**config.mk**
```make
export PLATFORM = sky130hd
export DESIGN_NAME = reg_fetch_ctrl
export DESIGN_NICKNAME = d
export VERILOG_FILES = /design/src/rtl/reg_fetch_ctrl.sv
export SDC_FILE = /design/constraint.sdc
export NUM_CORES = 1
export LEC_CHECK = 0
export ABC_AREA = 1
export BUFFER_PORTS_ARGS = -buffer_cell sky130_fd_sc_hd__buf_4
export CAP_MARGIN = 10
export CELL_PAD_IN_SITES_DETAIL_PLACEMENT = 1
export CELL_PAD_IN_SITES_GLOBAL_PLACEMENT = 1
export CORE_ASPECT_RATIO = 1.2
export CORE_MARGIN = 3
export CORE_UTILIZATION = 34
export CTS_CLUSTER_DIAMETER = 80
export DETAILED_ROUTE_END_ITERATION = 7
export PLACE_DENSITY = 0.81
export SYNTH_ARGS = -nofsm -noshare
export SYNTH_HDL_FRONTEND = slang
export SYNTH_SLANG_ARGS = --single-unit
```
**constraint.sdc**
```tcl
create_clock -name clk -period 4.01 [get_ports clk]
set_input_delay 0.802 -clock clk [delete_from_list [all_inputs] [get_ports clk]]
set_output_delay 0.802 -clock clk [all_outputs]
set_load 0.005 [all_outputs]
```
**src/rtl/reg_fetch_ctrl.sv**
```systemverilog
// Operand fetch stage with a per-register pending scoreboard, writeback
// forwarding and a single output register stage under a valid/ready handshake.
module reg_fetch_ctrl #(
    parameter int DATA_W = 8,
    parameter int ADDR_W = 2
) (
    input  logic              clk,
    input  logic              rst_n,
    input  logic              iss_valid,
    output logic              iss_ready,
    input  logic [ADDR_W-1:0] iss_rs1,
    input  logic [ADDR_W-1:0] iss_rs2,
    input  logic [ADDR_W-1:0] iss_rd,
    input  logic              iss_wb,
    output logic [ADDR_W-1:0] rf_rd_addr1,
    output logic [ADDR_W-1:0] rf_rd_addr2,
    input  logic [DATA_W-1:0] rf_rd_data1,
    input  logic [DATA_W-1:0] rf_rd_data2,
    output logic [ADDR_W-1:0] rf_wr_addr,
    output logic [DATA_W-1:0] rf_wr_data,
    output logic              rf_wr_en,
    output logic              op_valid,
    input  logic              op_ready,
    output logic [DATA_W-1:0] op_a,
    output logic [DATA_W-1:0] op_b,
    output logic [ADDR_W-1:0] op_rd,
    output logic              op_wb,
    input  logic              wb_valid,
    input  logic [ADDR_W-1:0] wb_addr,
    input  logic [DATA_W-1:0] wb_data
);
    localparam int NREG = 2 ** ADDR_W;

    logic [NREG-1:0]   pending;
    logic [NREG-1:0]   pending_nxt;
    logic              fwd1;
    logic              fwd2;
    logic              rd_cleared;
    logic              hazard;
    logic              accept;
    logic [DATA_W-1:0] opnd_a_p0;
    logic [DATA_W-1:0] opnd_b_p0;

    logic              vld_p1;
    logic [DATA_W-1:0] op_a_p1;
    logic [DATA_W-1:0] op_b_p1;
    logic [ADDR_W-1:0] op_rd_p1;
    logic              op_wb_p1;

    assign rf_rd_addr1 = iss_rs1;
    assign rf_rd_addr2 = iss_rs2;
    assign rf_wr_en    = wb_valid;
    assign rf_wr_addr  = wb_addr;
    assign rf_wr_data  = wb_data;

    // Stage p0: forwarding, hazard detection and scoreboard update
    always_comb begin
        fwd1       = wb_valid && (wb_addr == iss_rs1);
        fwd2       = wb_valid && (wb_addr == iss_rs2);
        rd_cleared = wb_valid && (wb_addr == iss_rd);
        opnd_a_p0  = fwd1 ? wb_data : rf_rd_data1;
        opnd_b_p0  = fwd2 ? wb_data : rf_rd_data2;
        // A register being written back this cycle is no longer a hazard.
        hazard     = (pending[iss_rs1] && !fwd1) ||
                     (pending[iss_rs2] && !fwd2) ||
                     (iss_wb && pending[iss_rd] && !rd_cleared);
        iss_ready  = !hazard && (!vld_p1 || op_ready);
        accept     = iss_valid && iss_ready;
        // Clear first so a same-cycle set of the same register wins.
        pending_nxt = pending;
        if (wb_valid) begin
            pending_nxt[wb_addr] = 1'b0;
        end
        if (accept && iss_wb) begin
            pending_nxt[iss_rd] = 1'b1;
        end
    end

    always_ff @(posedge clk or negedge rst_n) begin
        if (!rst_n) begin
            pending <= '0;
        end else begin
            pending <= pending_nxt;
        end
    end

    // Stage p1: operand output register
    always_ff @(posedge clk or negedge rst_n) begin
        if (!rst_n) begin
            vld_p1   <= 1'b0;
            op_a_p1  <= '0;
            op_b_p1  <= '0;
            op_rd_p1 <= '0;
            op_wb_p1 <= 1'b0;
        end else if (accept) begin
            vld_p1   <= 1'b1;
            op_a_p1  <= opnd_a_p0;
            op_b_p1  <= opnd_b_p0;
            op_rd_p1 <= iss_rd;
            op_wb_p1 <= iss_wb;
        end else if (op_ready) begin
            vld_p1   <= 1'b0;
        end
    end

    assign op_valid = vld_p1;
    assign op_a     = op_a_p1;
    assign op_b     = op_b_p1;
    assign op_rd    = op_rd_p1;
    assign op_wb    = op_wb_p1;

endmodule

```
==> impl_metrics.csv <==
group,metric,value,unit
pwr,ir_drop,0.155,mV
clocking,clock_tree.root_cell,"clkbuf_8",
detailed_routing,routedWlPerCell,14.8,um
synthesis,async_flop_share,1.00,
placement,place_congestion,0.936,
finish,diodes,0,
finish,fin_area,2110,um^2
clocking,cts_buffer_depth,2,
synthesis,yosysUniqueCellTypes,21,
critical_path,cp-start-kind,"primary input",
placement,port_buffers,73,
synthesis,yosysTopAreaCell,"dfrtp_1",
critical_path,arrival,1920,ps
timing,setup_tns,0,ps
finish,nNetsFinal,318,
clocking,cts.reportedPaths.clkPinSlew,90,ps
timing,tightest_slew,384,ps
critical_path,cp.required,3210,ps
detailed_routing,wl,4.96,mm
finish,drive_gt1_frac,0.348,
grt,antenna_found_initial,0,
detailed_routing,dr.first_iter.drc_count,82,
synthesis,synth_top_area_share,0.376,
timing,finalMaxSlewViolations,0,
floorplan,die-area,5560,um^2
synthesis,synth-seq-cells,24,
detailed_routing,remaining_drc_errors,0,
detailed_routing,drtPass1Iterations,4,
timing,holdWs,413,ps
synthesis,yosysSeqAreaShare,0.376,
timing,clock.fmax,0.367,GHz
worst_hold_path,holdCritPathClass,"in -> async",
detailed_routing,num_vias,1615,
clocking,cts_setup_buffers,0,
synthesis,syn_area,1600,um^2
grt,grt_max_degree,25,
critical_path,worstSetupPathType,"in -> out",
timing,final-setup-viol-count,0,
clocking,cts_resized,0,
synthesis,yosys-top-cells-area,"dfrtp_1 38%, nand2_1 20%, nand3_1 7.2%",
timing,finalHoldViolations,0,
grt,grt_pass1_wl,7.96,mm
floorplan,rows,26,
synthesis,synth_ff_type,"dfrtp_1",
floorplan,core-area,4390,um^2
floorplan,initial_utilization,0.364,
pwr,power.leakage,1.22,nW
timing,fin_crit,2720,ps
grt,overflow,0,
clocking,insertion_delay,270,ps
clocking,cts_max_level,1,
detailed_routing,routed_via_density,4.82,
floorplan,pin_count,74,
grt,grt_pass1_vias,1646,
pwr,power_per_cell_area,462,nW/um^2
timing,maxSlewHeadroom,0.744,
floorplan,die_h,81.1,um
timing,clock_skew,5.21,ps
synthesis,synth-edff-count,0,
clocking,holdBufCountCts,0,
clocking,clock_sinks,24,
critical_path,cp_max_fo,17,
timing,rsz0062_at_grt,"no",
timing,post-route-period-util,0.680,
synthesis,synth_top_cells_by_count,"84 x nand2_1, 24 x dfrtp_1, 23 x nand3_1",
synthesis,avgSynthCellArea,7.10,um^2
finish,areaGrowthSynthToFinish,32.2,%
detailed_routing,drtAntennaViolNets,0,
placement,dp_hpwl,3.73,mm
synthesis,synthesis.instances,225,
grt,track_usage,0.189,
job,maxCapViolations,0,
synthesis,syn_nets,263,
clocking,cts_tree,"built",
synthesis,yosysMostFrequentCell,"nand2_1",
clocking,cts-buffers-inserted,3,
critical_path,end_kind,"output port",
finish,fill_cells,593,
run_status,outcome,"finished, final reports clean",
synthesis,yosys_warnings,0,
floorplan,die_x,68.6,um
placement,placed_cell_area,2040,um^2
[power by group]
group / internal (mW) / switching, mW / total [mW]
Clock: 0.134 / 0.0842 / 0.218
Combinational: 0.191 / 0.188 / 0.379
Sequential: 0.326 / 0.0533 / 0.379
Total: 0.651 / 0.326 / 0.976
[flip-flops by register name, summed over array words and instances, names as in the netlist]
signal and cells:
op_a 8, op_b 8, op_rd 2, op_valid 1, op_wb 1, pending 4
[stage by stage]
step	std cells	utilization	power [mW]	setup slack, ps
4_1_cts	335	0.481	0.987	1280
3_3_place_gp	331	0.465	0.755	1330
3_5_place_dp	331	0.465	0.772	1300
5_1_grt	335	0.481	1.05	1170
2_1_floorplan	225	-	0.566	1570
6_report	335	0.481	0.976	1290
[kinds of logic after synthesis]
kind of cell,share of synthesized area
and+or+nand+nor,0.363
buffers and inverters,0.168
AOI/OAI and AO/OA,0.0924
DFF,0.376
[metal layers]
metal / wire (um) / GRT usage / part of all wire / vias up
li1: - / - / - / 798
met1: 1930 / 0.225 / 0.39 / 749
met2: 2570 / 0.332 / 0.52 / 55
met3: 267 / 0.0180 / 0.054 / 13
met4: 184 / 0.0895 / 0.037 / 0
met5: 0 / 0 / 0 / -
[layout make-up]
type	instances	area [um^2]	share of cell area
timing repair buffer	74	556	0.263
multi-input combinational	154	728	0.345
tap	56	70.1	0.0332
sequential	24	601	0.284
clock inverter	1	30.0	0.0142
clock buffer	3	41.3	0.0195
inverter	23	86.3	0.0409
[path summary, 6_finish.rpt]
check / start / to / slack [ps] / cells after the start
min in group clk: op_rd[1] / op_rd[1] / 480 / 2
worst min register to register: op_rd[1] / op_rd[1] / 480 / 2
worst max-delay path: wb_addr[1] / iss_ready / 1290 / 9
max in group asynchronous: rst_n / op_a[0] / 3360 / 1
worst min-delay path: rst_n / op_b[4] / 410 / 1
worst max register to register: pending[0] / op_b[3] / 2240 / 11
[worst max-delay path: stages]
cell     delay [ps]
buf_4           140
inv_2            90
nand2_1          60
nand2_1          60
nand3_2         320
nand2_2         160
nand3_2         100
nor2_4           90
buf_4           110
[cells in the final DEF (no fill, tap or decap)]
master      n
dfrtp_1    24
nor2_2      1
inv_2       4
o21ai_1     2
inv_1      19
nand3_1    23
nor2_4      1
nand3_2     2
nand2_2     7
o21ai_0    21
o211ai_1    1
nand4_1     4
nor2_1      4
bufinv_16   1
a21oi_4     1
a21oi_2     1
nand3_4     1
nand2_1    84
buf_4      74
nand2_4     1
clkbuf_8    3
No activity file was read; power rests on OpenSTA's default activity.
